**src/rtl/imem_port_arbiter_pkg.sv**
```systemverilog
// imem_arb_pkg
// Shared definitions for the instruction-memory port arbiter:
//   - load-type encodings as presented on ld_req_type
//   - NOP_INSTR, the word returned for a fetch outside the memory
//   - arb_state_e, the arbiter state machine encoding
//   - isCrossing(), which tells whether a load spans two memory words
package imem_arb_pkg;

  localparam logic [2:0] LB  = 3'b000;
  localparam logic [2:0] LH  = 3'b001;
  localparam logic [2:0] LW  = 3'b010;
  localparam logic [2:0] LBU = 3'b100;
  localparam logic [2:0] LHU = 3'b101;

  localparam logic [31:0] NOP_INSTR = 32'h00000013;

  typedef enum logic [1:0] {
    IDLE,
    FETCH_RSP,
    LD_BEAT2,
    LD_RSP
  } arb_state_e;

  // A load needs a second memory beat when its bytes run past the end of
  // the first word: any misaligned word, or a halfword starting at byte 3.
  // Byte loads and unknown types never cross.
  function automatic logic isCrossing(input logic [2:0] ldType, input logic [1:0] offset);
    case (ldType)
      LW:      return offset != 2'b00;
      LH, LHU: return offset == 2'b11;
      default: return 1'b0;
    endcase
  endfunction

endpackage

```
**src/rtl/imem_port_arbiter_load_align_ext.sv**
```systemverilog
// load_align_ext
// Purely combinational byte-lane alignment and extension for loads.
// Ports:
//   w         in  32  first memory word read (holds the addressed byte)
//   n         in  32  next memory word (only meaningful for crossing loads)
//   offset    in  2   byte offset of the load address within w
//   load_type in  3   LB/LH/LW/LBU/LHU encoding; other codes give 0
//   result    out 32  aligned, sign- or zero-extended load value
module load_align_ext
  import imem_arb_pkg::*;
(
  input  logic [31:0] w,
  input  logic [31:0] n,
  input  logic [1:0]  offset,
  input  logic [2:0]  load_type,
  output logic [31:0] result
);

  logic [31:0] w_raw;

  // Treat {n, w} as eight little-endian bytes and slide the addressed byte
  // down to bit 0; this covers every merge case for both the single-beat and
  // the split path with one shifter.
  assign w_raw = 32'({n, w} >> {offset, 3'b000});

  // Pick the access width and extend it; unknown types return zero.
  always_comb begin
    result = '0;
    case (load_type)
      LB:      result = {{24{w_raw[7]}}, w_raw[7:0]};
      LBU:     result = {24'h000000, w_raw[7:0]};
      LH:      result = {{16{w_raw[15]}}, w_raw[15:0]};
      LHU:     result = {16'h0000, w_raw[15:0]};
      LW:      result = w_raw;
      default: result = '0;
    endcase
  end

endmodule

```
**src/rtl/imem_port_arbiter.sv**
```systemverilog
// imem_port_arbiter
// Shares the single synchronous read port of the instruction memory between
// the IF-stage fetch and the MEM-stage load path. One transaction is in
// flight at a time; misaligned loads that cross a word take two beats and
// are merged before extension. Responses are registered one-cycle pulses.
// Optional build macro IMEM_ARB_STATS_EN adds 32-bit accept/split counters.
// Ports:
//   clk, rst                          clock, synchronous active-high reset
//   if_req_valid/addr/ready           fetch request handshake
//   if_rsp_valid/data                 fetch response pulse and word
//   ld_req_valid/addr/type/ready      load request handshake
//   ld_rsp_valid/data                 load response pulse and extended value
//   mem_en, mem_idx, mem_rdata        memory read port (data one cycle later)
//   stat_fetch/load/split_cnt         (IMEM_ARB_STATS_EN only) counters
module imem_port_arbiter
  import imem_arb_pkg::*;
#(
  parameter int MEM_WORDS = 512,
  parameter int MAX_WAIT  = 4,
  parameter int IDX_W     = $clog2(MEM_WORDS)
) (
  input  logic             clk,
  input  logic             rst,
  input  logic             if_req_valid,
  input  logic [31:0]      if_req_addr,
  output logic             if_req_ready,
  output logic             if_rsp_valid,
  output logic [31:0]      if_rsp_data,
  input  logic             ld_req_valid,
  input  logic [31:0]      ld_req_addr,
  input  logic [2:0]       ld_req_type,
  output logic             ld_req_ready,
  output logic             ld_rsp_valid,
  output logic [31:0]      ld_rsp_data,
  output logic             mem_en,
  output logic [IDX_W-1:0] mem_idx,
  input  logic [31:0]      mem_rdata
`ifdef IMEM_ARB_STATS_EN
  ,
  output logic [31:0]      stat_fetch_cnt,
  output logic [31:0]      stat_load_cnt,
  output logic [31:0]      stat_split_cnt
`endif
);

  localparam int CNT_W = (MAX_WAIT < 1) ? 1 : $clog2(MAX_WAIT + 1);
  localparam logic [CNT_W-1:0] MAX_CNT = CNT_W'(MAX_WAIT);
  localparam logic [31:0] MEM_WORDS_U = 32'(MEM_WORDS);

  arb_state_e       r_state;
  arb_state_e       w_stateNext;
  logic [CNT_W-1:0] r_starveCnt;
  logic [29:0]      r_wordIdx;
  logic [1:0]       r_offset;
  logic [2:0]       r_ldType;
  logic             r_split;
  logic             r_oorFirst;
  logic             r_oorSecond;
  logic [31:0]      r_holdWord;
  logic             r_ifRspValid;
  logic [31:0]      r_ifRspData;
  logic             r_ldRspValid;
  logic [31:0]      r_ldRspData;

  logic        w_grantFetch;
  logic        w_acceptFetch;
  logic        w_acceptLoad;
  logic        w_ifOor;
  logic        w_ldOor;
  logic        w_ldCross;
  logic [30:0] w_beat2Idx;
  logic        w_beat2Oor;
  logic        w_beatOor;
  logic [31:0] w_beatData;
  logic [31:0] w_alignW;
  logic [31:0] w_alignN;
  logic [31:0] w_alignResult;
  logic        w_unusedAddrBits;

  // The fetch port is word-granular, so its two low address bits carry no
  // information; fold them into a sink so they are visibly consumed.
  assign w_unusedAddrBits = ^if_req_addr[1:0];

  // Range checks use the whole word address so that large addresses never
  // alias back into the memory through the truncated index. The second beat
  // is computed one bit wider so that the top word cannot wrap to zero.
  assign w_ifOor    = {2'b00, if_req_addr[31:2]} >= MEM_WORDS_U;
  assign w_ldOor    = {2'b00, ld_req_addr[31:2]} >= MEM_WORDS_U;
  assign w_ldCross  = isCrossing(ld_req_type, ld_req_addr[1:0]);
  assign w_beat2Idx = {1'b0, r_wordIdx} + 31'd1;
  assign w_beat2Oor = {1'b0, w_beat2Idx} >= MEM_WORDS_U;

  // A pending fetch beats a pending load only once it has waited MAX_WAIT
  // cycles; otherwise loads take priority so the MEM stage is not stalled.
  assign w_grantFetch = if_req_valid && (!ld_req_valid || (r_starveCnt == MAX_CNT));

  // Memory data for the beat being completed this cycle, with beats that
  // were outside the memory replaced by zero. In LD_RSP of a split load the
  // word arriving is the second beat; in every other state it is the first.
  assign w_beatOor  = ((r_state == LD_RSP) && r_split) ? r_oorSecond : r_oorFirst;
  assign w_beatData = w_beatOor ? 32'h00000000 : mem_rdata;

  // The aligner always sees the addressed word as w; for split loads that is
  // the word parked in r_holdWord and the live data is the following word.
  assign w_alignW = r_split ? r_holdWord : w_beatData;
  assign w_alignN = r_split ? w_beatData : 32'h00000000;

  load_align_ext u_align (
    .w         (w_alignW),
    .n         (w_alignN),
    .offset    (r_offset),
    .load_type (r_ldType),
    .result    (w_alignResult)
  );

  // Next-state, handshake and memory-strobe decode. Requests are only taken
  // in IDLE, and the memory strobe for an accepted request is driven in the
  // same cycle straight from its address. Reset forces every combinational
  // output low so nothing escapes during the reset cycle.
  always_comb begin
    w_stateNext   = r_state;
    if_req_ready  = 1'b0;
    ld_req_ready  = 1'b0;
    mem_en        = 1'b0;
    mem_idx       = '0;
    w_acceptFetch = 1'b0;
    w_acceptLoad  = 1'b0;
    if (!rst) begin
      case (r_state)
        IDLE: begin
          if (w_grantFetch) begin
            if_req_ready  = 1'b1;
            w_acceptFetch = 1'b1;
            mem_en        = !w_ifOor;
            if (!w_ifOor) begin
              mem_idx = if_req_addr[IDX_W+1:2];
            end
            w_stateNext = FETCH_RSP;
          end else if (ld_req_valid) begin
            ld_req_ready = 1'b1;
            w_acceptLoad = 1'b1;
            mem_en       = !w_ldOor;
            if (!w_ldOor) begin
              mem_idx = ld_req_addr[IDX_W+1:2];
            end
            w_stateNext = w_ldCross ? LD_BEAT2 : LD_RSP;
          end
        end
        LD_BEAT2: begin
          mem_en = !w_beat2Oor;
          if (!w_beat2Oor) begin
            mem_idx = w_beat2Idx[IDX_W-1:0];
          end
          w_stateNext = LD_RSP;
        end
        FETCH_RSP, LD_RSP: w_stateNext = IDLE;
        default:           w_stateNext = IDLE;
      endcase
    end
  end

  // State, request capture and response registers. The starvation counter
  // keeps counting while the arbiter is busy because a fetch waiting behind
  // an in-flight load is still being starved. Response pulses default low
  // and are raised only on the cycle after the final data beat arrives.
  always_ff @(posedge clk) begin
    if (rst) begin
      r_state      <= IDLE;
      r_starveCnt  <= '0;
      r_wordIdx    <= '0;
      r_offset     <= '0;
      r_ldType     <= '0;
      r_split      <= 1'b0;
      r_oorFirst   <= 1'b0;
      r_oorSecond  <= 1'b0;
      r_holdWord   <= '0;
      r_ifRspValid <= 1'b0;
      r_ifRspData  <= '0;
      r_ldRspValid <= 1'b0;
      r_ldRspData  <= '0;
    end else begin
      r_state      <= w_stateNext;
      r_ifRspValid <= 1'b0;
      r_ldRspValid <= 1'b0;
      if (w_acceptFetch) begin
        r_starveCnt <= '0;
        r_oorFirst  <= w_ifOor;
        r_split     <= 1'b0;
      end else if (if_req_valid && (r_starveCnt != MAX_CNT)) begin
        r_starveCnt <= r_starveCnt + 1'b1;
      end
      if (w_acceptLoad) begin
        r_wordIdx  <= ld_req_addr[31:2];
        r_offset   <= ld_req_addr[1:0];
        r_ldType   <= ld_req_type;
        r_split    <= w_ldCross;
        r_oorFirst <= w_ldOor;
      end
      case (r_state)
        FETCH_RSP: begin
          r_ifRspValid <= 1'b1;
          r_ifRspData  <= r_oorFirst ? NOP_INSTR : mem_rdata;
        end
        LD_BEAT2: begin
          r_holdWord  <= w_beatData;
          r_oorSecond <= w_beat2Oor;
        end
        LD_RSP: begin
          r_ldRspValid <= 1'b1;
          r_ldRspData  <= w_alignResult;
        end
        default: begin
        end
      endcase
    end
  end

  assign if_rsp_valid = r_ifRspValid;
  assign if_rsp_data  = r_ifRspData;
  assign ld_rsp_valid = r_ldRspValid;
  assign ld_rsp_data  = r_ldRspData;

`ifdef IMEM_ARB_STATS_EN
  logic [31:0] r_statFetch;
  logic [31:0] r_statLoad;
  logic [31:0] r_statSplit;

  // Free-running wrap-around activity counters: every accepted fetch, every
  // accepted load, and the subset of loads that needed a second beat.
  always_ff @(posedge clk) begin
    if (rst) begin
      r_statFetch <= '0;
      r_statLoad  <= '0;
      r_statSplit <= '0;
    end else begin
      if (w_acceptFetch) begin
        r_statFetch <= r_statFetch + 32'd1;
      end
      if (w_acceptLoad) begin
        r_statLoad <= r_statLoad + 32'd1;
      end
      if (w_acceptLoad && w_ldCross) begin
        r_statSplit <= r_statSplit + 32'd1;
      end
    end
  end

  assign stat_fetch_cnt = r_statFetch;
  assign stat_load_cnt  = r_statLoad;
  assign stat_split_cnt = r_statSplit;
`endif

endmodule

```
**config.mk**
```make
export PLATFORM = sky130hd
export DESIGN_NAME = imem_port_arbiter
export DESIGN_NICKNAME = d
export VERILOG_FILES = /design/src/rtl/imem_port_arbiter_pkg.sv /design/src/rtl/imem_port_arbiter_load_align_ext.sv /design/src/rtl/imem_port_arbiter.sv
export SDC_FILE = /design/constraint.sdc
export NUM_CORES = 1
export LEC_CHECK = 0
export CORE_AREA = 2 2 164 166
export DETAILED_ROUTE_END_ITERATION = 8
export DIE_AREA = 0 0 166 168
export PLACE_DENSITY_LB_ADDON = 0.1
export SLEW_MARGIN = 20
export SYNTH_ARGS = -nofsm -noshare
export SYNTH_HDL_FRONTEND = slang
export SYNTH_SLANG_ARGS = --single-unit
```
**constraint.sdc**
```tcl
create_clock -name clk -period 3.6 [get_ports clk]
set_input_delay 0.72 -clock clk [delete_from_list [all_inputs] [get_ports clk]]
set_output_delay 0.72 -clock clk [all_outputs]
set_load 0.01 [all_outputs]
```
---- After elaboration in Yosys (flattened, before gate mapping) ----
Cells that the tools add are included.
word-level totals
  register bits after elaboration ......... 141
  bits of input ports ..................... 103
  output and inout port bits .............. 78
  word-level logic and storage cells ...... 83
operators by class
  $add $sub $neg .......................... 2
  magnitude comparators ................... 3
  equal/unequal tests ..................... 14
  shift operators ......................... 1
  muxes and demuxes ....................... 35
  reductions and logical operators ........ 15
operator list
  operator                                                number
  case mux 32 bit (5 select lines)                        1
  2-to-1 mux 32 bit                                       4
  right shift 64 x 5 -> 32 bit                            1
  >= comparator 30 x 10 -> 1 bit (second input constant)  2
  2-to-1 mux 9 bit                                        6
  adder 30 x 1 -> 31 bit (second input constant)          1
  >= comparator 31 x 10 -> 1 bit (second input constant)  1
  2-to-1 mux 1 bit                                        18
  case mux 9 bit (2 select lines)                         1
  == test 3 bit (second input constant)                   4
  == test 2 bit (second input constant)                   3
  == test 3 x 1 -> 1 bit (second input constant)          2
  == test 3 x 2 -> 1 bit (second input constant)          2
  != test 3 bit (second input constant)                   2
  case mux 2 bit (3 select lines)                         1
  OR reduction 2 bit                                      3
  logical NOT 1 bit                                       4
  2-to-1 mux 2 bit                                        2
  case mux 1 bit (2 select lines)                         2
  nonzero test 2 bit                                      2
  adder 3 x 1 -> 3 bit (second input constant)            1
  logical AND 1 bit                                       3
  logical NOT 3 bit                                       1
  == test 2 x 1 -> 1 bit (second input constant)          1
  other kinds (2)                                         2

---- Logic depth before layout (Yosys ltp) ----
Gate-level depths: netlist of run 1.
  depth in word-level cells ............... 8
  gate-level depth with buffers ........... 10
  depth with buffers taken out ............ 9

---- By module ----
Synthesis of run 1 repeated with hierarchy kept, for this count alone.
second synthesis, totals
  cells, all modules ...................... 958
  area total of the unflattened synthesis .. 7770.0 sq um
modules (own cells, without submodules)
  module             times used  cells each  area an instance (sq um)  seq. area each (sq um)
  imem_port_arbiter  1           841         6550.0                    2822.7
  load_align_ext     1           117         1219.9                    0.0

---- Worst setup path after synthesis of run 1 ----
Ideal clock, no wire load.
  kind .................................... flip-flop to output port
  start ................................... register r_wordIdx[2]
  end ..................................... output port mem_idx[8]
  arrival ................................. 2.140 ns
  required time ........................... 2.880 ns
  setup slack ............................. 0.740 ns
  stages on the path, launching flop included .. 9
  path buffers ............................ 1
  cell sequence ........................... dfxtp_1 -> nand4_1 -> nor4_4 -> nand3_2 -> o41ai_2 -> o211a_1 -> nand4_1 -> buf_6 -> o22ai_1
on the way
  longest elaborated chain between the ends .. 5
ends and longest elaborated chain
  what                               RTL line                  RTL
  from (decl)                        imem_port_arbiter.sv:53   logic [29:0] r_wordIdx;
  from (signal assigned)             imem_port_arbiter.sv:193  r_wordIdx <= ld_req_addr[31:2];
  adder 30 x 1 -> 31 bit *           imem_port_arbiter.sv:90   assign w_beat2Idx = {1'b0, r_wordIdx} + 31'd1;
  >= comparator 31 x 10 -> 1 bit     imem_port_arbiter.sv:91   assign w_beat2Oor = {1'b0, w_beat2Idx} >= MEM_WORDS_U;
  2-to-1 mux 9 bit *                 imem_port_arbiter.sv:151  if (!w_beat2Oor) begin
  case mux 9 bit (2 select lines) *  imem_port_arbiter.sv:129  case (r_state)
  2-to-1 mux 9 bit *                 imem_port_arbiter.sv:128  if (!rst) begin
  to (decl)                          imem_port_arbiter.sv:36   output logic [IDX_W-1:0] mem_idx,
Mark *: on every way between the ends. The rest lies on a longest branch, timed or not.

---- Final worst setup path of run 1 ----
  start ................................... register r_wordIdx[2]
  end ..................................... output port mem_idx[0]
on the way
  longest elaborated chain between the ends .. 5
ends and longest elaborated chain
  what                             RTL line
  adder 30 x 1 -> 31 bit           imem_port_arbiter.sv:90
  >= comparator 31 x 10 -> 1 bit   imem_port_arbiter.sv:91
  2-to-1 mux 9 bit                 imem_port_arbiter.sv:151
  case mux 9 bit (2 select lines)  imem_port_arbiter.sv:129
  2-to-1 mux 9 bit                 imem_port_arbiter.sv:128
Every way passes these cells.

==> results.md, run 1 <==
Critical path:
- The endpoint of the worst register-to-register path is ld_rsp_data[27]$_SDFFE_PP0P_.
- The critical path required time is 2.88 ns.
- The critical path contains buffers and inverters numbering 4 combined.
- The element type at the critical path start is a flip-flop.
- Grouping stages by cell kind, the critical path spends the most delay in buffers and inverters.
- The signal arrival time at the worst endpoint is 2.73 ns.
- In this design, the stage delay of the slowest critical-path cell is approximately 0.36 ns.
- The signal on the critical path passes through nand4_1, buf_4, nor4_4, buf_6, nand3_2, o41ai_2, o211a_1, nand4_1, buf_6, o31ai_1, clkbuf_2.
- For flop-to-flop paths, the worst setup slack is 0.81 ns.
- Of all nets on the critical path, the largest fanout is 11.
- The worst setup path is captured at a primary output.
- Among all stages on the critical path, the largest delay is contributed by sky130_fd_sc_hd__dfxtp_1.
- The worst setup path is of the reg2out kind.
- The startpoint of the worst register-to-register path is r_split$_SDFFE_PP0P_.
- For the worst flop-to-flop path, the logic depth is 8.

Synth:
- The register area share after synthesis is around 38%.
- The area fraction of the dominant cell type after synthesis is about 38%.
- Among all flip-flop cells after synthesis, the most frequent one is sky130_fd_sc_hd__dfxtp_1.
- In this run, distinct cell masters in the synthesized netlist total 63.
- After synthesis, the largest family of logic cells by area is compound AO/OA/AOI/OAI gates.
- The number of enable flip-flop cells after synthesis is 0.
- The cell type with the largest total area after synthesis is sky130_fd_sc_hd__dfxtp_1.
- After Yosys synthesis, and, or, nand and nor cells account for 26.09% of the synthesized area.
- Synthesis produced a netlist whose cell count is 960.
- After synthesis, the mean cell area works out to 7.778 sq um.
- The post-synthesis sequential element count is 141.
- After synthesis, the share of cell area in mux cells is 2.413%.
- After synthesis, the share of flip-flops with an asynchronous set or reset is 0%.
- The synthesized-area fraction occupied by xor and xnor cells is 1.994%.
- The Yosys step of the flow raised 0 warnings.
- Of the total synthesized cell area, the portion taken by full adders, half adders and majority gates is 0.5027%.
- The share of the synthesized area in compound gates (AO/OA/AOI/OAI) is between 20 and 30%.
- The area of the mapped netlist is 0.007467 sq mm.
- Sorting the synthesized cells by area gives the leading types as sky130_fd_sc_hd__dfxtp_1 (38%), sky130_fd_sc_hd__a21oi_1 (8.8%), sky130_fd_sc_hd__nand2_1 (8.1%).
- The number of nets produced by synthesis is roughly 1100.

Finish:
- The final layout contains 1257 nets.
- The fraction of layout instances using a drive strength above 1 is 12.55%.
- The area overhead of the layout relative to synthesis is 41.77%.
- The repair_antennas step left the layout with diodes totalling 0.

Drt:
- The wire length after detailed routing is 25650 microns.
- The detail route stage leaves a number of antenna-violating nets equal to 0.
- In the final routed layout, each cell accounts on average for 17.05 microns.
- Across all layers, the routed design uses between 7000 and 8000 vias.
- The final routed DRC violation total is 0.
- The first-iteration detailed-routing DRC count is 390.
- The number of iterations in the first detailed-routing pass is 4.
- In the routed layout, each cell is associated on average with a via count of 5.053.

Power and ir drop:
- The power per standard cell area is ~420 mW/mm^2.
- Of the total power, the share spent switching nets is 28.24%.
- The share of total power in sequential cells is about two fifths.
- The largest voltage drop on the vdd net is 0.0002835 V.
- Per report_power, the combinational group accounts for 20.2% of the total.
- Summed over all cells, the static leakage comes to between 3 and 4 nW.
- The internal power is roughly 3.2 mW.
- The net switching power is 1.245 mW.
- The clock network fraction of total power is 40.9%.

Timing:
- The number of max-slew violations in the final report came to 0.
- Measured against its own limit, the worst slew margin works out to 36.44%.
- The hold violation total from the final report is 0.
- The clock skew after layout is 0.009086 ns.
- The actual slew at the worst max-slew pin is 0.9534 ns.
- For this run, the top clock speed supported by timing is slightly below 300 MHz.
- Setup repair after global routing left no endpoint under its margin.
- The worst path needs between 3 and 4 ns of the cycle, external delays included.
- The number of endpoints failing setup at the final stage is 0.
- The worst path setup slack after routing is 0.1451 ns.
- The final-layout setup total negative slack is 0 ns.
- The final period utilization is 95.97%.

Global route:
- The total global routing track utilization is 18.14%.
- The first global-routing pass estimated between 40000 and 50000 microns of wire.
- The number of antenna violations at the first check in global routing came to 0.
- The aggregate global routing overflow is 0.
- Entering global routing, the biggest net connects 60 pins.
- The number of global-route vias before repair is 7412.

Min path:
- The startpoint identified for the worst hold timing path is ld_rsp_data[30]$_SDFFE_PP0P_.
- The worst hold path terminates at ld_rsp_data[30]$_SDFFE_PP0P_.
- The tightest min-delay check is of the reg2reg type.
- The number of cells on the worst hold path is 2.

Floorplan:
- The die outline area is ~0.028 sq mm.
- The floorplan step set the die width to 166 microns.
- The region available for standard cell placement spans between 0.02 and 0.03 sq mm.
- The initial core utilization is 28.34%.
- The die span in y is 168 microns.
- The count of standard-cell rows is 60.
- During I/O placement, the number of pins put on the boundary was 181.

Clocking:
- The clock reaches the later pin of the worst-skew pair after 0.42 ns.
- The number of buffers created by CTS is 17.
- The clock passes through at most 2 buffers.
- The cell sitting at the root of the clock tree is a sky130_fd_sc_hd__clkbuf_16.
- The H-tree was split into 4 levels.
- After clock tree synthesis, the clock-pin slew on the worst setup and hold paths is 0.06 ns.
- The number of sinks on the clock net is 141.
- For this design, the CTS-stage hold fixing added 0 buffers.
- The TritonCTS clock tree is built.

Run status:
- The run finished with clean final reports.

Placed design:
- Before CTS, the worst setup slack after placement is -0.3178 ns.
- The final HPWL from detailed placement is 18730 microns.
- The congestion estimate from routability-driven global placement came to 0.7731.
- The count of buffers added on input and output ports is 178.

Flow run:
- Max-cap violations in this run came to 0.
## layer usage
metal	track usage (%)	part of all wire (%)	up-vias
li1	-	-	3836
met1	22.72	44	3579
met2	32.00	50	165
met3	3.268	3.9	20
met4	4.991	1.7	0
met5	0	0	-
## worst register-to-register path: stages (launching register included)
cell and delay [ns]:
sky130_fd_sc_hd__dfxtp_2 0.51, sky130_fd_sc_hd__nor3_2 0.70, sky130_fd_sc_hd__a22o_1 0.26, sky130_fd_sc_hd__a31o_2 0.11
sky130_fd_sc_hd__a21oi_1 0.15, sky130_fd_sc_hd__a2111oi_4 0.40, sky130_fd_sc_hd__buf_4 0.26, sky130_fd_sc_hd__o21ai_0 0.15
sky130_fd_sc_hd__a21oi_1 0.18
## sequential cells by signal, summed over array words and instances, names as in the netlist, 2 cells and up
signal / flops
ld_rsp_data: 32
if_rsp_data: 32
r_holdWord: 32
r_state: 2
r_ldType: 3
r_wordIdx: 30
r_offset: 2
r_starveCnt: 3
## area by class of cell
type / count / area (sq um)
Fill cell: 2713 / 15760
Multi-Input combinational cell: 739 / 4442
Sequential cell: 141 / 2831
Timing Repair Buffer: 247 / 2270
Clock buffer: 19 / 432.9
Tap cell: 341 / 426.7
Clock inverter: 12 / 165.2
Inverter: 5 / 18.77
## layout by cell type, fill, tap and decap left out, drive strengths merged, types with 12 or more instances in the layout
cell type        n
nor2b           21
mux2i           18
a21oi          132
buf             70
nand2          161
o21ai           40
nand4           12
nand3b          18
nand2b          16
nor4            15
nor2            72
nor3            25
nand3           17
nor3b           14
xnor2           14
clkbuf          26
dfxtp          141
a211oi          17
a22o            31
clkdlybuf4s50  167
a22oi           15
## cell usage after synthesis, types with 8 or more instances
library cell and number:
sky130_fd_sc_hd__nand2b_1 16, sky130_fd_sc_hd__nand2_1 161, sky130_fd_sc_hd__nor3b_1 14, sky130_fd_sc_hd__o22ai_1 9, sky130_fd_sc_hd__a21oi_1 131, sky130_fd_sc_hd__a22oi_1 15, sky130_fd_sc_hd__a2bb2oi_1 8, sky130_fd_sc_hd__o21ai_0 37
sky130_fd_sc_hd__mux2i_1 18, sky130_fd_sc_hd__dfxtp_1 141, sky130_fd_sc_hd__a22o_1 31, sky130_fd_sc_hd__buf_1 11, sky130_fd_sc_hd__nor2b_1 20, sky130_fd_sc_hd__clkbuf_1 56, sky130_fd_sc_hd__nand4_1 11, sky130_fd_sc_hd__nor4_1 14
sky130_fd_sc_hd__nand3_1 16, sky130_fd_sc_hd__nor2_1 72, sky130_fd_sc_hd__o211a_1 8, sky130_fd_sc_hd__a211oi_1 17, sky130_fd_sc_hd__nor3_1 24, sky130_fd_sc_hd__xnor2_1 14, sky130_fd_sc_hd__nand3b_1 18
## power groups by stage
stage                     Sequential (mW)  Combinational, mW  Clock (mW)
after floorplan                      1.75              0.479           0
after global placement               1.75              0.891           0
after detailed placement             1.75              0.894           0
after CTS                            1.71              0.900        1.85
after global routing                 1.73              0.980        1.92
final                                1.72              0.889        1.80
## worst max-delay path by stage
stage | start | endpoint | slack (ns) | depth (start not counted)
finish | r_wordIdx[2]$_SDFFE_PP0P_ | mem_idx[0] | 0.15 | 11
global route | r_wordIdx[4]$_SDFFE_PP0P_ | mem_idx[0] | 0.01 | 11
CTS | ld_req_addr[16] | mem_idx[0] | -0.03 | 11
detailed placement | ld_req_addr[16] | mem_idx[0] | -0.32 | 10
global placement | ld_req_addr[16] | mem_idx[0] | -0.37 | 10
floorplan | r_wordIdx[2]$_SDFFE_PP0P_ | mem_idx[8] | 0.74 | 8
## stage by stage
step                cells  hold WS [ns]  power (mW)  utilization [%]  cell area, sq um
floorplan             960        0.4367       2.227                -              7467
global placement     1471        0.4444       2.638            37.49              9878
detailed placement   1471        0.4475       2.642            37.49              9878
CTS                  1503        0.4561       4.469            40.08             10560
global route         1504        0.4737       4.625            40.18             10590
finish               1504        0.4547       4.408            40.18             10590
## cells by family after synthesis
family,count (synthesis)
simple gates,396
compound gates,305
flops,141
buf+inv,80
mux,18
xor+xnor,17
fa+ha+maj,3
## what timing repair did
item,4_1_cts,5_1_grt
buffers inserted,1,1
endpoints found under the setup margin,10,10
resized for setup,27,27
pin swaps,2,4
Power figures use the tool's default switching activity.
==> run 2, diff against run 1 <==
--- a/config.mk
+++ b/config.mk
@@ -5,9 +5,10 @@
 export SDC_FILE = /design/constraint.sdc
 export NUM_CORES = 1
 export LEC_CHECK = 0
-export CORE_AREA = 2 2 164 166
+export ABC_AREA = 1
+export CORE_AREA = 2 2 170 172
 export DETAILED_ROUTE_END_ITERATION = 8
-export DIE_AREA = 0 0 166 168
+export DIE_AREA = 0 0 172 174
 export PLACE_DENSITY_LB_ADDON = 0.1
 export SLEW_MARGIN = 20
 export SYNTH_ARGS = -nofsm -noshare
==> run 2 against run 1 <==
  * Via count up 19%
  * Largest cell class unchanged
  * Register-to-register slack better by 0.15 ns
  * Die area up 7.3%
  * Count of clock-buffer cells in the layout down 1
  * First-iteration DRC count up 85%
  * Critical path type is now in2out
  * Combinational power up 14%
  * Routed wire length up 21%
  * Area after synthesis up 8.1%
  * Cell count up 23%
  * Clock skew up 0.0020 ns
  * Worst setup slack worse by 0.022 ns
  * Final area up 4.2%
==> results.md, run 2 <==
Timing:
- The worst relative slew slack is 38.85% (+2.4 points).
- The number of max-slew violations in the final report is 0 (unchanged).
- The worst slack on hold paths is 0.4637 ns (+0.008981 ns).
- The maximum operating frequency is 287.6 MHz (-0.65%).
- The number of endpoints failing setup at the final stage was 0 (unchanged).
- The actual slew at the worst max-slew pin came to 0.9172 ns (-0.03621 ns).
- The clock skew after layout is 0.01107 ns (+0.001979 ns).
- The clock period minus final worst setup slack is 3.477 ns (+0.02250 ns).
- The final period utilization was 96.60% (+0.62 points).
- The final-layout setup total negative slack is 0 ns (unchanged).
- The hold violation total from the final report is 0 (unchanged).

Synth:
- The share of synthesized flip-flops with an asynchronous set or reset was 0% (unchanged).
- The synthesized instance count is 1286 (+34%).
- The post-synthesis sequential element count came to 141 (unchanged).
- The cell type with the largest total area after synthesis is sky130_fd_sc_hd__dfxtp_1.
- The mean instance size in the synthesized netlist was 6.276 sq um (-19%).
- Among all cell types in the netlist, the one instantiated most often is sky130_fd_sc_hd__nand2_1.
- The number of distinct standard cells referenced by the synthesized netlist was 40 (-37%).
- The most used flip-flop cell after synthesis is sky130_fd_sc_hd__dfxtp_1.
- The number of enable flip-flop cells after synthesis was 0 (unchanged).
- The count of synthesis-stage warnings from yosys came to 0 (unchanged).
- The register area share after synthesis is 34.97% (-2.8 points).
- By area the synthesized netlist is led by sky130_fd_sc_hd__dfxtp_1 (35%), sky130_fd_sc_hd__nand2_1 (15%), sky130_fd_sc_hd__nand3_1 (12%).
- The area fraction of the dominant cell type after synthesis was 34.97% (-2.8 points).
- In the synthesized netlist, the cells that appear most often are sky130_fd_sc_hd__nand2_1 (325), sky130_fd_sc_hd__nand3_1 (194), sky130_fd_sc_hd__dfxtp_1 (141), sky130_fd_sc_hd__a21oi_1 (136), sky130_fd_sc_hd__nor2_1 (106).
- The number of nets produced by synthesis is 1392 (+31%).
- The area of the mapped netlist is 0.008071 sq mm (+8.1%).

Clocking:
- The insertion delay to the later sink of the worst-skew pair came to 0.43 ns (about the same).
- The TritonCTS clock tree is built.
- The number of buffers created by CTS is 17 (unchanged).
- The clock transition at the register clock pins on the worst setup and hold paths after CTS was 0.07 ns (about the same).
- The tree is rooted in a sky130_fd_sc_hd__clkbuf_16.
- The number of sinks on the clock net was 141 (unchanged).
- The maximum clock path buffer count is 2 (unchanged).
- The H-tree depth came to 4 (unchanged).

Critical path:
- The critical path in this run is classified as in2out.
- The top fanout value on the critical path is 41 (+30).
- The signal arrival time at the worst endpoint came to 2.76 ns (+0.03 ns).
- The length in cells of the worst reg-to-reg path is 12 (+4).
- The critical path required time came to 2.88 ns (about the same).
- The worst setup path is launched from an input port.
- STA classifies the critical path endpoint as a primary output.

Placed design:
- The post-placement cell count is 1818 (+24%).
- The final HPWL from detailed placement is 23170 microns (+24%).
- The number of port buffers is 178 (unchanged).
- The routability congestion estimate is 0.8771 (+13%).

Global route:
- The number of global-route vias before repair is 8593 (+16%).
- The pin count of the biggest net entering global routing is 77 (+28%).
- The aggregate global routing overflow is 0 (unchanged).
- The number of antenna violations at the first check in global routing was 1 (+1).
- The global-route wire length before repair is 48610 microns (+20%).
- The total global routing track utilization is 20.79% (+2.6 points).

Finish:
- From synthesis to final layout, the design area changed by 36.71%.
- The antenna cell count is 0 (unchanged).
- The fraction of layout instances using a drive strength above 1 was 10.61% (-1.9 points).
- The most frequent standard cell in the layout excluding fill and tap cells is sky130_fd_sc_hd__nand2_1.
- Leaving out fill and tap cells, the most frequent cells in the layout are sky130_fd_sc_hd__nand2_1 (323), sky130_fd_sc_hd__nand3_1 (193), sky130_fd_sc_hd__clkdlybuf4s50_1 (167).
- The total number of nets in the final design was 1564 (+24%).
- The non-filler instance count after layout is 1855 (+23%).
- The fill cell total of the finished layout is 3114 (+15%).

Drt:
- The first-iteration detailed-routing DRC count came to 723 (+85%).
- The vias per cell is 4.859 (-3.8%).
- The highest routed metal layer is met4.
- The post-detailed-route count of antenna-violating nets was 0 (unchanged).
- The met3 wirelength from detailed routing is 1642 microns (+64%).
- The wire length after detailed routing came to 31110 microns (+21%).
- The final routed wire length divided by cell count is 16.77 microns (-1.6%).
- The final routed DRC violation total is 0 (unchanged).
- The number of iterations in the first detailed-routing pass is 5 (+1).
- The total routed wire length on the met1 layer was 14960 microns (+32%).
- The via count of the routed design was 9014 (+19%).
- The met2 wirelength from detailed routing came to 14130 microns (+9.9%).

Floorplan:
- The initial core utilization came to 28.58% (+0.25 points).
- The count of standard-cell rows is 62 (+3.3%).
- The overall die width is 172 microns (+3.6%).
- The total core area is 0.02824 sq mm (+7.2%).
- The number of primary I/O pins is 181 (unchanged).
- The die outline area is 0.02993 sq mm (+7.3%).
- The die span in y was 174 microns (+3.6%).

Power and ir drop:
- The largest voltage drop on the vdd net came to 0.0002419 V (-15%).
- The power per standard cell area is 411.7 mW/mm^2 (-1.1%).
- The leakage power is 4.363 nW (+15%).
- The power consumption was 4.543 mW (+3.1%).

Min path:
- The class of the tightest hold or removal check is reg2reg.
- The number of cells on the worst hold path is 2 (unchanged).

Flow run:
- The count of max-cap constraint violations is 0 (unchanged).

Run status:
- The run finished with clean final reports.
## run 2: changes by cell type after synthesis, moves of 15 or more
cell | previous run | this run
sky130_fd_sc_hd__a22o_1 | 31 | 0
sky130_fd_sc_hd__a22oi_1 | 15 | 0
sky130_fd_sc_hd__inv_1 | 5 | 104
sky130_fd_sc_hd__mux2i_1 | 18 | 0
sky130_fd_sc_hd__nand2_1 | 161 | 325
sky130_fd_sc_hd__nand2b_1 | 16 | 0
sky130_fd_sc_hd__nand3_1 | 16 | 194
sky130_fd_sc_hd__nor2_1 | 72 | 106
sky130_fd_sc_hd__nor2b_1 | 20 | 0
sky130_fd_sc_hd__nor3_1 | 24 | 6
sky130_fd_sc_hd__o21ai_0 | 37 | 79
sky130_fd_sc_hd__or2_2 | 2 | 21
## run 2: timing repair
action	4_1_cts	5_1_grt
resized for setup	17	44
hold buffers	0	0
endpoints found under the setup margin	10	11
buffers inserted	1	4
pin swaps	1	2
## run 2: final cells by class
type,instances,area [sq um],share of cell area [%]
Clock inverter,14,142.6,1.293
Sequential cell,141,2828,25.63
Clock buffer,18,429.2,3.889
Tap cell,384,480.5,4.354
Multi-Input combinational cell,960,4619,41.86
Timing Repair Buffer,226,2107,19.10
Inverter,112,427.9,3.878
## run 2: critical path, stage by stage
cell	delay [ns]
sky130_fd_sc_hd__clkdlybuf4s50_1	0.48
sky130_fd_sc_hd__a21oi_1	0.09
sky130_fd_sc_hd__buf_4	0.15
sky130_fd_sc_hd__nor3_2	0.18
sky130_fd_sc_hd__buf_6	0.31
sky130_fd_sc_hd__inv_1	0.09
sky130_fd_sc_hd__nor2_1	0.16
sky130_fd_sc_hd__clkdlybuf4s50_1	0.58
## run 2: routing by layer
metal  vias up  track usage (%)
met5         -                0
met1      4154            28.69
met4         0            4.237
li1       4614                -
met2       228            33.28
met3        18            4.577
## run 2: cell families after synthesis
family	share of synthesized area, %
flip-flops	34.97
AO/OA/AOI/OAI	17.07
AND/OR/NAND/NOR	37.99
buffers and inverters	8.960
adder cells (fa/ha/maj)	0.4651
XOR/XNOR	0.5425
## run 2: power by group
group	leakage [nW]	internal (mW)	switching, mW
Combinational	2.93	0.405	0.607
Sequential	1.15	1.68	0.0875
Clock	0.283	0.927	0.835
Total	4.36	3.01	1.53
## run 2: worst paths after layout
check | slack (ns) | end | from
setup / recovery | 0.12 | ld_req_ready | ld_req_valid
hold / removal | 0.46 | ld_rsp_data[12]$_SDFFE_PP0P_ | ld_rsp_data[12]$_SDFFE_PP0P_
setup reg to reg | 0.96 | ld_rsp_data[25]$_SDFFE_PP0P_ | r_state[0]$_SDFFE_PP0P_
hold reg to reg | 0.46 | ld_rsp_data[12]$_SDFFE_PP0P_ | ld_rsp_data[12]$_SDFFE_PP0P_
## run 2: per-stage QoR
step	setup WS, ns	util, %	instance area [sq um]
global route	-0.009945	39.08	11030
finish	0.1226	39.08	11030
detailed placement	-0.3724	36.76	10380
floorplan	0.7952	-	8071
global placement	-0.3528	36.76	10380
CTS	0.02445	38.84	10970
==> run 3, diff against run 2 <==
--- a/config.mk
+++ b/config.mk
@@ -6,9 +6,9 @@
 export NUM_CORES = 1
 export LEC_CHECK = 0
 export ABC_AREA = 1
-export CORE_AREA = 2 2 170 172
+export CORE_AREA = 2 2 168 170
 export DETAILED_ROUTE_END_ITERATION = 8
-export DIE_AREA = 0 0 172 174
+export DIE_AREA = 0 0 170 172
 export PLACE_DENSITY_LB_ADDON = 0.1
 export SLEW_MARGIN = 20
 export SYNTH_ARGS = -nofsm -noshare
==> constraint.sdc (replaced) <==
create_clock -name clk -period 3.21 [get_ports clk]
set_input_delay 0.642 -clock clk [delete_from_list [all_inputs] [get_ports clk]]
set_output_delay 0.642 -clock clk [all_outputs]
set_load 0.01 [all_outputs]
==> run 3 against run 2 <==
  * Worst setup slack got worse by 0.11 ns
  * Count of clock-buffer cells in the layout unchanged
  * Core utilization increased by 2.9 points
  * Global-route usage increased by 0.94 points
  * Routed wire length increased by 2.1%
  * Non-clock buffer count increased by 32
  * Combinational power increased by 19%
  * Hold slack got worse by 0.00090 ns
==> results.md, run 3 (synthesized netlist as in run 2, its figures left out) <==
Run status:
- The flow ran to the end, and the final reports show no timing, DRC or antenna violations.

Timing:
- The clock period minus final worst setup slack is about 3.2 ns.
- The worst relative slew slack was 48.09% (+9.2 points).
- The final period utilization is 99.51%.
- The actual slew at the worst max-slew pin is 0.7787 ns (-0.1385 ns).
- The clock skew after layout was 0.01820 ns (+0.007130 ns).
- Setup repair after global routing could not meet its margin everywhere.
- For this run, the top clock speed supported by timing is 313.1 MHz.
- The hold violation total from the final report is 0 (unchanged).
- The worst slack on hold paths is 0.4628 ns (-0.0009040 ns).
- The number of endpoints failing setup at the final stage came to 0 (unchanged).
- The number of max-slew violations in the final report came to 0 (unchanged).

Clocking:
- The clock transition at the register clock pins on the worst setup and hold paths after CTS is 0.07 ns (about the same).
- The root buffer cell chosen for the clock tree is sky130_fd_sc_hd__clkbuf_16.
- The insertion delay to the later sink of the worst-skew pair is 0.43 ns (about the same).
- The H-tree depth is 4 (unchanged).
- The number of buffers created by CTS is 17 (unchanged).
- The number of sinks on the clock net is 141 (unchanged).
- The TritonCTS clock tree is built.
- The number of hold buffers added after CTS was 0 (unchanged).
- The maximum clock path buffer count is 2 (unchanged).

Global route:
- The total global routing track utilization is 21.72% (+0.94 points).
- The aggregate global routing overflow was 0 (unchanged).
- The pin count of the biggest net entering global routing was 77 (unchanged).
- The number of global-route vias before repair is 8623 (+0.35%).
- The global-route wire length before repair is 49130 microns (+1.1%).
- The number of antenna violations at the first check in global routing is 0 (-1).

Placed design:
- The routability congestion estimate is 0.8396 (-4.3%).
- The placed standard-cell area is 0.01053 sq mm (+1.4%).
- The number of port buffers is 178 (unchanged).
- The final HPWL from detailed placement is 23190 microns (about the same).

Drt:
- The vias per cell came to 4.977 (+2.4%).
- The first-iteration detailed-routing DRC count is 679 (-6.1%).
- The number of iterations in the first detailed-routing pass is 5 (unchanged).
- The final routed DRC violation total is 0 (unchanged).
- The final routed wire length divided by cell count is 17.18 microns (+2.4%).
- The via count of the routed design is 9208 (+2.2%).
- The wire length after detailed routing came to 31780 microns (+2.1%).
- The post-detailed-route count of antenna-violating nets is 0 (unchanged).

Critical path:
- The signal arrival time at the worst endpoint is 2.55 ns (-0.21 ns).
- The critical path is of the reg2out type.
- The cell with the most instances on the worst path is sky130_fd_sc_hd__nand2_1.
- The critical path goes through nand2_1, nor2_2, nand2_1, nor2_2, nand2_1, o21ai_1, nand2_1, nor3_4, buf_6, nand3_1, a21oi_2, buf_2.
- The worst setup path is launched from a flip-flop.
- The worst setup path is captured at a primary output.
- The delay contributed by the slowest stage of the critical path is 0.38 ns (-0.20 ns).
- The slowest stage of the critical path belongs to the cell sky130_fd_sc_hd__dfxtp_2.
- On the critical path the largest part of the delay comes from simple AND/OR/NAND/NOR gates.
- The buffers plus inverters on the worst setup path is 2 (-3).
- The top fanout value on the critical path is 5 (-88%).
- The critical path required time came to 2.57 ns (-0.31 ns).

Power and ir drop:
- The leakage power is 4.650 nW (+6.6%).
- The net switching power came to 1.709 mW (+12%).
- The proportion of power drawn by combinational gates is 22.8% (+0.5 points).
- The largest voltage drop on the vdd net is 0.0003455 V (+43%).
- The share of total power in sequential cells is 37.6% (-1.3 points).
- The power per standard cell area was 458.3 mW/mm^2 (+11%).
- The clock network fraction of total power is 39.7% (+0.9 points).
- The internal power is 3.580 mW (+19%).
- The fraction of power spent switching nets is 32.32% (-1.4 points).

Finish:
- The fraction of layout instances using a drive strength above 1 was 16.62% (+6.0 points).
- The antenna cell count is 0 (unchanged).
- The total number of nets in the final design was 1597 (+2.1%).
- The fill cell total of the finished layout is 2926 (-6.0%).
- The area overhead of the layout relative to synthesis is 42.96%.
- The final design area excluding fillers is 0.01154 sq mm (+4.6%).
- The final design utilization is 41.99% (+2.9 points).
- The library cell used most frequently in the layout, excluding fill and tap cells, is sky130_fd_sc_hd__nand2_1.
- The library cells used most frequently in the layout, excluding fill and tap cells, are sky130_fd_sc_hd__nand2_1 (310), sky130_fd_sc_hd__nand3_1 (185), sky130_fd_sc_hd__clkdlybuf4s50_1 (166).

Floorplan:
- The die span in y is 172 microns (-1.1%).
- The number of primary I/O pins is 181 (unchanged).
- The count of standard-cell rows came to 61 (-1.6%).
- The initial core utilization is 29.38% (+0.79 points).
- The overall die width is 170 microns (-1.2%).
- The die outline area came to 0.02924 sq mm (-2.3%).
- The total core area is 0.02748 sq mm (-2.7%).

Min path:
- The class of the tightest hold or removal check is reg2reg.

Flow run:
- The count of max-cap constraint violations is 0 (unchanged).
[run 3: changes by cell type in the layout (fill, tap and decap cells not counted), moves of 6 or more]
cell,delta
sky130_fd_sc_hd__dfxtp_1,-15
sky130_fd_sc_hd__dfxtp_2,+12
sky130_fd_sc_hd__nand2_2,+10
sky130_fd_sc_hd__clkbuf_2,-8
sky130_fd_sc_hd__buf_4,+28
sky130_fd_sc_hd__nand2_1,-13
sky130_fd_sc_hd__nor2_2,+11
sky130_fd_sc_hd__nor2_1,-17
sky130_fd_sc_hd__nor2_4,+6
sky130_fd_sc_hd__nand3_1,-8
sky130_fd_sc_hd__buf_2,+8
[run 3: power by group through the flow]
| stage | clock network, mW | logic, mW | registers (mW) |
|---|---|---|---|
| 6_report | 2.10 | 1.20 | 1.99 |
| 4_1_cts | 2.15 | 1.18 | 1.98 |
| 3_3_place_gp | 0 | 1.15 | 2.02 |
| 2_1_floorplan | 0 | 0.636 | 2.01 |
| 3_5_place_dp | 0 | 1.15 | 2.02 |
| 5_1_grt | 2.21 | 1.34 | 2.00 |
[run 3: cell type report]
type / instances / area (sq um) / share of cell area, %
clock buffer: 18 / 439.2 / 3.806
clock inverter: 14 / 171.4 / 1.486
inverter: 112 / 432.9 / 3.752
multi-input combinational: 960 / 4846 / 42.00
sequential: 141 / 2854 / 24.73
tap: 346 / 432.9 / 3.752
timing repair buffer: 258 / 2356 / 20.42
timing repair inverter: 1 / 6.256 / 0.05422
[run 3: worst register-to-register path, delay by kind of cell, from the launching register on]
kind / cells / cell delay, ns
AND/OR/NAND/NOR: 8 / 1.08
buffers and inverters: 1 / 0.09
AO/OA/AOI/OAI: 3 / 0.72
flip-flops: 1 / 0.48
[run 3: stage by stage]
stage	setup WS (ns)	TNS [ns]	instances	power, mW
5_1_grt	-0.1443	-0.9632	1850	5.549
3_3_place_gp	-0.5646	-5.238	1808	3.164
6_report	0.01585	0	1850	5.289
2_1_floorplan	0.5612	0	1286	2.648
4_1_cts	0.003149	0	1843	5.314
3_5_place_dp	-0.5833	-5.326	1808	3.167
[run 3: final timing paths]
path	slack, ns	startpoint	cells after the start	end
worst max-delay path	0.02	r_wordIdx[11]$_SDFFE_PP0P_	12	mem_idx[0]
worst min-delay path	0.46	if_rsp_data[5]$_SDFFE_PP0P_	2	if_rsp_data[5]$_SDFFE_PP0P_
worst max register to register	0.78	r_state[0]$_SDFFE_PP0P_	12	ld_rsp_data[14]$_SDFFE_PP0P_
worst min register to register	0.46	if_rsp_data[5]$_SDFFE_PP0P_	2	if_rsp_data[5]$_SDFFE_PP0P_
[run 3: timing repair]
| item | 4_1_cts | 5_1_grt |
|---|---|---|
| pin swaps | 4 | 17 |
| gates cloned | 1 | 2 |
| setup buffers | 2 | 5 |
| endpoints found under the setup margin | 10 | 11 |
| gates resized for setup | 82 | 80 |
[run 3: per-layer routing]
metal  vias up  GRT usage [%]  part of all wire, %
met3        22          4.784                  6.4
met4         0          4.311                  1.0
met1      4210          29.35                   46
met5         -              0                    0
met2       289          35.76                   46
li1       4687              -                    -
